File: src/rtl/des_pkg.sv
// DES tables, block/half/round-key types and the combinational permutation helpers.
// Vectors are descending: DES bit n (1 = MSB) sits at index WIDTH-n.
package des_pkg;

  localparam int DES_ROUNDS = 16;

  typedef logic [63:0] block_t;
  typedef logic [31:0] half_t;
  typedef logic [47:0] rkey_t;

  typedef enum logic [1:0] {ST_IDLE, ST_ROUND, ST_DONE} des_st_e;

  localparam int IP_T [64] = '{
    58, 50, 42, 34, 26, 18, 10, 2,  60, 52, 44, 36, 28, 20, 12, 4,
    62, 54, 46, 38, 30, 22, 14, 6,  64, 56, 48, 40, 32, 24, 16, 8,
    57, 49, 41, 33, 25, 17,  9, 1,  59, 51, 43, 35, 27, 19, 11, 3,
    61, 53, 45, 37, 29, 21, 13, 5,  63, 55, 47, 39, 31, 23, 15, 7};

  localparam int FP_T [64] = '{
    40, 8, 48, 16, 56, 24, 64, 32,  39, 7, 47, 15, 55, 23, 63, 31,
    38, 6, 46, 14, 54, 22, 62, 30,  37, 5, 45, 13, 53, 21, 61, 29,
    36, 4, 44, 12, 52, 20, 60, 28,  35, 3, 43, 11, 51, 19, 59, 27,
    34, 2, 42, 10, 50, 18, 58, 26,  33, 1, 41,  9, 49, 17, 57, 25};

  localparam int E_T [48] = '{
    32,  1,  2,  3,  4,  5,   4,  5,  6,  7,  8,  9,
     8,  9, 10, 11, 12, 13,  12, 13, 14, 15, 16, 17,
    16, 17, 18, 19, 20, 21,  20, 21, 22, 23, 24, 25,
    24, 25, 26, 27, 28, 29,  28, 29, 30, 31, 32,  1};

  localparam int P_T [32] = '{
    16,  7, 20, 21, 29, 12, 28, 17,   1, 15, 23, 26,  5, 18, 31, 10,
     2,  8, 24, 14, 32, 27,  3,  9,  19, 13, 30,  6, 22, 11,  4, 25};

  // Indexed by {row, col}: row = {b1,b6}, col = b2..b5 of each 6-bit group.
  localparam int SBOX [8][64] = '{
    '{14, 4,13, 1, 2,15,11, 8, 3,10, 6,12, 5, 9, 0, 7,   0,15, 7, 4,14, 2,13, 1,10, 6,12,11, 9, 5, 3, 8,
       4, 1,14, 8,13, 6, 2,11,15,12, 9, 7, 3,10, 5, 0,  15,12, 8, 2, 4, 9, 1, 7, 5,11, 3,14,10, 0, 6,13},
    '{15, 1, 8,14, 6,11, 3, 4, 9, 7, 2,13,12, 0, 5,10,   3,13, 4, 7,15, 2, 8,14,12, 0, 1,10, 6, 9,11, 5,
       0,14, 7,11,10, 4,13, 1, 5, 8,12, 6, 9, 3, 2,15,  13, 8,10, 1, 3,15, 4, 2,11, 6, 7,12, 0, 5,14, 9},
    '{10, 0, 9,14, 6, 3,15, 5, 1,13,12, 7,11, 4, 2, 8,  13, 7, 0, 9, 3, 4, 6,10, 2, 8, 5,14,12,11,15, 1,
      13, 6, 4, 9, 8,15, 3, 0,11, 1, 2,12, 5,10,14, 7,   1,10,13, 0, 6, 9, 8, 7, 4,15,14, 3,11, 5, 2,12},
    '{ 7,13,14, 3, 0, 6, 9,10, 1, 2, 8, 5,11,12, 4,15,  13, 8,11, 5, 6,15, 0, 3, 4, 7, 2,12, 1,10,14, 9,
      10, 6, 9, 0,12,11, 7,13,15, 1, 3,14, 5, 2, 8, 4,   3,15, 0, 6,10, 1,13, 8, 9, 4, 5,11,12, 7, 2,14},
    '{ 2,12, 4, 1, 7,10,11, 6, 8, 5, 3,15,13, 0,14, 9,  14,11, 2,12, 4, 7,13, 1, 5, 0,15,10, 3, 9, 8, 6,
       4, 2, 1,11,10,13, 7, 8,15, 9,12, 5, 6, 3, 0,14,  11, 8,12, 7, 1,14, 2,13, 6,15, 0, 9,10, 4, 5, 3},
    '{12, 1,10,15, 9, 2, 6, 8, 0,13, 3, 4,14, 7, 5,11,  10,15, 4, 2, 7,12, 9, 5, 6, 1,13,14, 0,11, 3, 8,
       9,14,15, 5, 2, 8,12, 3, 7, 0, 4,10, 1,13,11, 6,   4, 3, 2,12, 9, 5,15,10,11,14, 1, 7, 6, 0, 8,13},
    '{ 4,11, 2,14,15, 0, 8,13, 3,12, 9, 7, 5,10, 6, 1,  13, 0,11, 7, 4, 9, 1,10,14, 3, 5,12, 2,15, 8, 6,
       1, 4,11,13,12, 3, 7,14,10,15, 6, 8, 0, 5, 9, 2,   6,11,13, 8, 1, 4,10, 7, 9, 5, 0,15,14, 2, 3,12},
    '{13, 2, 8, 4, 6,15,11, 1,10, 9, 3,14, 5, 0,12, 7,   1,15,13, 8,10, 3, 7, 4,12, 5, 6,11, 0,14, 9, 2,
       7,11, 4, 1, 9,12,14, 2, 0, 6,10,13,15, 3, 5, 8,   2, 1,14, 7, 4,10, 8,13,15,12, 9, 0, 3, 5, 6,11}};

  function automatic block_t ip_perm(input block_t x);
    block_t o;
    for (int j = 0; j < 64; j++) o[63-j] = x[64-IP_T[j]];
    return o;
  endfunction

  function automatic block_t fp_perm(input block_t x);
    block_t o;
    for (int j = 0; j < 64; j++) o[63-j] = x[64-FP_T[j]];
    return o;
  endfunction

  function automatic rkey_t e_exp(input half_t r);
    rkey_t o;
    for (int j = 0; j < 48; j++) o[47-j] = r[32-E_T[j]];
    return o;
  endfunction

  function automatic half_t p_perm(input half_t x);
    half_t o;
    for (int j = 0; j < 32; j++) o[31-j] = x[32-P_T[j]];
    return o;
  endfunction

  function automatic half_t sbox_sub(input rkey_t x);
    half_t    o;
    logic [5:0] six;
    for (int b = 0; b < 8; b++) begin
      six = x[47-6*b -: 6];
      o[31-4*b -: 4] = 4'(SBOX[b][{six[5], six[0], six[4:1]}]);
    end
    return o;
  endfunction

  function automatic half_t f_func(input half_t r, input rkey_t k);
    return p_perm(sbox_sub(e_exp(r) ^ k));
  endfunction

endpackage

File: src/rtl/des_round_comb.sv
// One combinational Feistel round: L' = R, R' = L ^ f(R, K).
module des_round_comb
  import des_pkg::*;
(
  input  half_t l,
  input  half_t r,
  input  rkey_t k,
  output half_t l_nxt,
  output half_t r_nxt
);

  assign l_nxt = r;
  assign r_nxt = l ^ f_func(r, k);

endmodule

File: src/rtl/des_crypt_unroll_param.sv
// Iterative DES core, UNROLL Feistel rounds per clock, start/done/busy handshake.
// Optional decrypt support (key-order reversal at accept) via DES_CRYPT_DECRYPT_EN.
module des_crypt_unroll_param
  import des_pkg::*;
#(
  parameter int UNROLL = 8
) (
  input  logic         clk,
  input  logic         rst_n,
  input  logic         start,
  input  logic         decrypt,
  input  logic [63:0]  message,
  input  logic [767:0] round_keys,
  output logic         busy,
  output logic         done,
  output logic [63:0]  result
);

  localparam int NPASS = DES_ROUNDS / UNROLL;
  localparam int CNT_W = (NPASS > 1) ? $clog2(NPASS) : 1;

  if (UNROLL != 1 && UNROLL != 2 && UNROLL != 4 && UNROLL != 8 && UNROLL != 16) begin : g_bad_unroll
    $error("des_crypt_unroll_param: UNROLL must be 1, 2, 4, 8 or 16");
  end

  des_st_e          st;
  logic [CNT_W-1:0] cnt;
  half_t            l_q, r_q;
  logic [767:0]     keyreg, key_load;
  half_t            lc [UNROLL+1];
  half_t            rc [UNROLL+1];
  block_t           blk_in, blk_out;

`ifdef DES_CRYPT_DECRYPT_EN
  logic [767:0] key_rev;

  always_comb begin
    key_rev = '0;
    for (int i = 0; i < DES_ROUNDS; i++)
      key_rev[767-48*i -: 48] = round_keys[767-48*(DES_ROUNDS-1-i) -: 48];
  end

  assign key_load = decrypt ? key_rev : round_keys;
`else
  logic unused_decrypt;

  assign unused_decrypt = decrypt;
  assign key_load       = round_keys;
`endif

  assign blk_in = ip_perm(message);
  assign lc[0]  = l_q;
  assign rc[0]  = r_q;

  // Key for chain stage g is always in the top slot group; keyreg shifts up each pass.
  for (genvar g = 0; g < UNROLL; g++) begin : g_rnd
    des_round_comb u_rnd (
      .l     (lc[g]),
      .r     (rc[g]),
      .k     (keyreg[767-48*g -: 48]),
      .l_nxt (lc[g+1]),
      .r_nxt (rc[g+1])
    );
  end

  // Pre-output swap: FP is applied to {R16, L16}.
  assign blk_out = fp_perm({rc[UNROLL], lc[UNROLL]});

  always_ff @(posedge clk or negedge rst_n) begin
    if (!rst_n) begin
      st     <= ST_IDLE;
      cnt    <= '0;
      l_q    <= '0;
      r_q    <= '0;
      keyreg <= '0;
      busy   <= 1'b0;
      done   <= 1'b0;
      result <= '0;
    end else begin
      case (st)
        ST_IDLE: begin
          done <= 1'b0;
          if (start) begin
            l_q    <= blk_in[63:32];
            r_q    <= blk_in[31:0];
            keyreg <= key_load;
            cnt    <= '0;
            busy   <= 1'b1;
            st     <= ST_ROUND;
          end
        end
        ST_ROUND: begin
          l_q    <= lc[UNROLL];
          r_q    <= rc[UNROLL];
          keyreg <= keyreg << (48*UNROLL);
          if (cnt == CNT_W'(NPASS-1)) begin
            result <= blk_out;
            busy   <= 1'b0;
            done   <= 1'b1;
            st     <= ST_DONE;
          end else begin
            cnt <= cnt + 1'b1;
          end
        end
        ST_DONE: begin
          done <= 1'b0;
          st   <= ST_IDLE;
        end
        default: begin
          busy <= 1'b0;
          done <= 1'b0;
          st   <= ST_IDLE;
        end
      endcase
    end
  end

endmodule

File: config.mk
export PLATFORM = sky130hd
export DESIGN_NAME = des_crypt_unroll_param
export DESIGN_NICKNAME = d
export VERILOG_FILES = /design/src/rtl/des_pkg.sv /design/src/rtl/des_round_comb.sv /design/src/rtl/des_crypt_unroll_param.sv
export SDC_FILE = /design/constraint.sdc
export NUM_CORES = 2
export LEC_CHECK = 0
export CORE_MARGIN = 4
export CORE_UTILIZATION = 53
export CTS_CLUSTER_SIZE = 10
export DETAILED_ROUTE_END_ITERATION = 10
export PLACE_DENSITY = 0.75
export SYNTH_ARGS = -nofsm -noshare
export SYNTH_HDL_FRONTEND = slang
export SYNTH_HIERARCHICAL = 1
export SYNTH_SLANG_ARGS = --single-unit
File: constraint.sdc
create_clock -name clk -period 16.7 [get_ports clk]
set_clock_uncertainty 0.05 [all_clocks]
set_input_delay 1.67 -clock clk [delete_from_list [all_inputs] [get_ports clk]]
set_output_delay 1.67 -clock clk [all_outputs]
set_load 0.03 [all_outputs]
# --- Word level (Yosys, flattened, before mapping) ---
# Memory sizes are Yosys's and may differ from the RTL's.
# Index checks and enable logic that the tools add are counted.
word_totals:
  register_bits: 901
  romBits: 131072
  memories: 64
classes:
  add_sub_neg: 1
  magnitude_cmp: 64
  eq_ne: 4
  muxes: 145
  bitwise: 81
  n_reduce_logical: 6
mem_list:
  columns: ["name", "words", "word_bits", "rd", "rd_clocked_by_memory_dff", "wr", "line_no", "text"]
  rows:
  - ["(name not given)", 64, 32, 1, 0, 0, "des_pkg.sv:83", "o[31-4*b -: 4] = 4'(SBOX[b][{six[5], six[0], six[4:1]}]);"]
  - ["(name not given)", 64, 32, 1, 0, 0, "des_pkg.sv:83", null]
  - ["(name not given)", 64, 32, 1, 0, 0, "des_pkg.sv:83", null]
  - ["(name not given)", 64, 32, 1, 0, 0, "des_pkg.sv:83", null]
  - ["(name not given)", 64, 32, 1, 0, 0, "des_pkg.sv:83", null]
  - ["(name not given)", 64, 32, 1, 0, 0, "des_pkg.sv:83", null]
  - ["+58 memories", null, null, null, null, null, null, null]
op_table:
  columns: ["op", "count"]
  rows:
  - ["case mux 768 bit (2 select lines)", 1]
  - ["2-to-1 mux 768 bit", 1]
  - ["2-to-1 mux 4 bit", 128]
  - [">= comparator 7 bit (second input constant)", 64]
  - ["inverter 6 -> 7 bit", 64]
  - ["bitwise XOR 48 bit", 8]
  - ["bitwise XOR 32 bit", 8]
  - ["case mux 32 bit (2 select lines)", 2]
  - ["2-to-1 mux 32 bit", 2]
  - ["2-to-1 mux 1 bit", 6]
  - ["AND reduction 2 bit", 3]
  - ["2-to-1 mux 2 bit", 2]
  - ["inequality test 2 bit (second input constant)", 2]
  - ["case mux 2 bit (2 select lines)", 1]
  - ["case mux 1 bit (3 select lines)", 1]
  - ["AND reduction 3 bit", 1]
  - ["equality test 2 x 1 -> 1 bit (second input constant)", 1]
  - ["equality test 2 bit (second input constant)", 1]
  - ["logical NOT 2 bit", 1]
  - ["case mux 1 bit (2 select lines)", 1]
  - ["nonzero test 2 bit", 1]
  - ["adder 1 bit (second input constant)", 1]
  - ["inverter 1 bit", 1]

# --- Depth between registers and ports, before layout ---
depth:
  ltp_word: 49
  ltp_mapped: 74
  mapped_depth_nobuf: 72

# --- Hierarchy ---
# The synthesis kept the hierarchy.
modules_own_cells:
  columns: ["module", "n_inst", "cells_each", "area_per_inst_um2"]
  rows:
  - ["des_crypt_unroll_param", 1, 3057, 37058.0]
  - ["des_round_comb at g_rnd[4].u_rnd ...", 4, 747, 5831.8]
  - ["des_round_comb at g_rnd[0].u_rnd ...", 3, 736, 5714.2]
  - ["des_round_comb at g_rnd[3].u_rnd", 1, 760, 5659.2]

# --- Worst setup path after synthesis ---
# No wires, ideal clock.
synth_path:
  kind: "register to register"
  startpoint: "register r_q[16]"
  endpoint: "register result[14]"
  setup_ns: 0.125
  arrival_time_ns: 16.096
  path_slack_ns: 0.430
  stages_incl_launch_ff: 63
  path_buffers: 6
  period_less_slack_ns: 16.270
  cell_sequence: "dfrtp_1 > xor2_1 > inv_1 > ha_1 > mux4_2 > a21oi_1 > mux2i_1 > xnor2_1 > xor2_1 > buf_2 > ha_1 > clkbuf_1 > mux2i_1 > o221ai_1 > nand2_1 > nand4_1 > xnor2_1 > xnor2_1 > [27 not listed] > mux2i_1 > mux2i_1 > xor2_1 > xor2_1 > inv_2 > ha_1 > mux4_2 > nor2_1 > a21oi_1 > o211ai_2 > xor2_1 > xor2_1 > ha_1 > buf_1 > mux4_2 > mux4_2 > xnor2_1 > mux2_2"
synth_rtl:
  columns: ["item", "line_no", "text"]
  rows:
  - ["start, declared", "des_crypt_unroll_param.sv:28", "half_t l_q, r_q;"]
  - ["start signal, assigned", "des_crypt_unroll_param.sv:85", "r_q <= blk_in[31:0];"]
  - ["start signal, assigned", "des_crypt_unroll_param.sv:94", "r_q <= rc[UNROLL];"]
  - ["end signal, assigned", "des_crypt_unroll_param.sv:97", "result <= blk_out;"]
  - ["end, declared", "des_crypt_unroll_param.sv:16", "output logic [63:0] result"]

==> flow_summary.json <==
{
  "status": "finished, final reports clean",
  "cts_made_buffers": 108,
  "drc": 0,
  "crit_top_cell": "buf_4",
  "yosysWarnings": 6,
  "final_cell_area_um2": 108000,
  "ioPinCount": 902,
  "wl_per_cell_um": 26.1,
  "drtPass1Iterations": 6,
  "numClockSinks": 901,
  "die_h_um": 404,
  "period_needed_ns": 16.21,
  "synth_seq_cells": 901,
  "antenna_found_initial": 29,
  "cts_tree": "yes",
  "area_growth_pct": 30.3,
  "critPathMaxStageDelay_ns": 0.76,
  "fp.dieArea_um2": 163000,
  "drv_cap": 0,
  "final_layout_size_suffix_gt1_frac": 0.239,
  "netlist_area_um2": 83200,
  "seq_area_um2": 22600,
  "critical_path_class": "reg -> reg",
  "rows": 145,
  "hold_violations": 0,
  "vias_per_cell": 6.56,
  "cts_hold_buf": 0,
  "core_um2": 156000,
  "drt_iter0_drc": 9617,
  "fmax_ghz": 0.0617,
  "tns_ns": 0,
  "drv_slew": 0,
  "whs_ns": 0.447,
  "synth_edf_count": 0,
  "dieWidth_um": 404,
  "path_clk_slew_ns": 0.06,
  "vias": 84582,
  "clk_latency_ns": 0.79,
  "multi_input_comb_area_um2": 56700,
  "grt_pass1_wl_mm": 494,
  "layout_commonest_cell": "buf_4",
  "end_kind": "flop",
  "hp-class": "reg -> reg",
  "tightest_slew_ns": 1.19,
  "routed_wl_mm": 336,
  "nets": 12112,
  "grt_pass1_vias": 80179,
  "start_util": 0.533,
  "critPathArrivalTime_ns": 16.87,
  "grt_start_max_net_pins": 177,
  "synth_ff_type": "dfrtp_1",
  "n_fill_cell": 12068,
  "dp_hpwl_mm": 253,
  "synth_cell_types": 80,
  "htree_levels": 3,
  "slowest_stage": "dfrtp_1",
  "clockBufferDepth": 3,
  "netlist_instances": 9013,
  "dpl_cell_area_um2": 102000,
  "gp_congestion": 1.02,
  "setup_violations": 0,
  "syn_area_per_cell_um2": 9.23,
  "track_usage": 0.390,
  "cts-root-buf": "clkbuf_16",
  "synth_fp_nets": 10345,
  "ant_nets": 0,
  "worst-path-max-fanout": 13,
  "critical_path_required_ns": 17.36,
  "grt_overflow_total": 0,
  "synthTopCellsByArea": "dfrtp_1 27%, ha_1 7.5%, xnor2_1 5.3%, mux4_2 5.0%, o32ai_1 4.9%",
  "slew_headroom": 0.208,
  "finalCritPeriodShare": 0.971,
  "yosys.area.top_type": "dfrtp_1",
  "worst_setup_path_start_kind": "flop",
  "synth-seq-area-share": 0.271,
  "synthArstFlopShare": 1.00,
  "final_cell_mix": "1614 x buf_4, 899 x clkdlybuf4s50_1, 879 x dfrtp_1",
  "synth_top_area_share": 0.271,
  "io_buffers": 900
}
==> sequential cells by signal, summed over array words and instances, names as in the netlist <==
| register | count |
|---|---|
| busy | 1 |
| cnt | 1 |
| done | 1 |
| keyreg | 768 |
| l_q | 32 |
| r_q | 32 |
| result | 64 |
| st | 2 |
==> cells in the mapped netlist, types with 28 or more instances <==
master       n
o21ai_1     29
buf_4      293
a21oi_1    359
a221oi_1    28
o32ai_1    466
buf_6       53
a22o_1     383
xor2_2      88
inv_1      232
ha_1       496
mux2_2      79
mux2i_1    237
xor2_1     369
nor2_1     845
mux4_2     186
a211oi_1   215
xnor2_2     59
o211ai_1   180
dfrtp_1    901
nor3_1     203
inv_2       44
a311oi_1    33
o2111ai_1   58
o311ai_0    50
a211o_1     33
nand2_1    461
xnor2_1    504
o21ai_0    266
o221ai_1    47
o22ai_1    499
buf_2      312
o31ai_1     64
a31oi_1    138
nand3_1    178
clkbuf_1   247
==> worst max-delay path, delay by kind of cell, from the launching register on <==
kind | cells | cell delay (ns)
XOR/XNOR | 16 | 4.57
adder cells (fa/ha/maj) | 6 | 1.38
AO/OA/AOI/OAI | 14 | 2.16
flip-flops | 1 | 0.76
AND/OR/NAND/NOR | 7 | 1.01
buffers and inverters | 16 | 2.28
multiplexers | 10 | 3.88
==> final cells by class <==
cell class | count | share of cell area
Clock inverter | 22 | 0.00292
Tap cell | 2058 | 0.0238
Timing Repair Buffer | 2572 | 0.204
Sequential cell | 901 | 0.208
Clock buffer | 124 | 0.0262
Inverter | 295 | 0.0107
Multi-Input combinational cell | 6902 | 0.523
Antenna cell | 26 | 0.000600
==> through the flow <==
step           worst slack (ns)  std cells  utilization
6_report                  0.488      12900        0.695
5_1_grt                 -0.0758      12899        0.695
4_1_cts                  0.0103      12763        0.676
3_5_place_dp              -1.07      12599        0.651
3_3_place_gp             -0.836      12599        0.651
2_1_floorplan             0.430       9013            -
==> layer usage <==
metal | GRT usage | share of wire | routed length, um
met5 | 0 | 0.000077 | 26
met4 | 0.231 | 0.069 | 23400
met3 | 0.0822 | 0.10 | 33700
met2 | 0.585 | 0.44 | 148000
met1 | 0.519 | 0.39 | 131000
==> what timing repair did <==
item,4_1_cts,5_1_grt
setup endpoints to repair,64,64
buffers inserted,18,110
pin swaps,11,63
gates cloned,0,1
gates resized for setup,84,310
==> worst paths after layout <==
kind	from	endpoint	depth (start not counted)	slack, ns
max	r_q[18]	r_q[0]	69	0.49
min	keyreg[298]	keyreg[298]	1	0.45
max reg2reg	r_q[18]	r_q[0]	69	0.49
min reg2reg	keyreg[298]	keyreg[298]	1	0.45
max in group asynchronous	rst_n	keyreg[393]	5	12.09
min in group asynchronous	rst_n	keyreg[688]	1	0.82
==> kinds of logic after synthesis <==
family,after synthesis,synth area share
flip-flops,901,0.271
multiplexers,524,0.0965
XOR/XNOR,1029,0.124
adder cells (fa/ha/maj),496,0.0746
AND/OR/NAND/NOR,1812,0.0916
buffers and inverters,1211,0.0775
AO/OA/AOI/OAI,3040,0.265
Power is left out: the tool's default activity adds up to more than one toggle a clock period on the data nets, which glitch-free logic cannot reach.
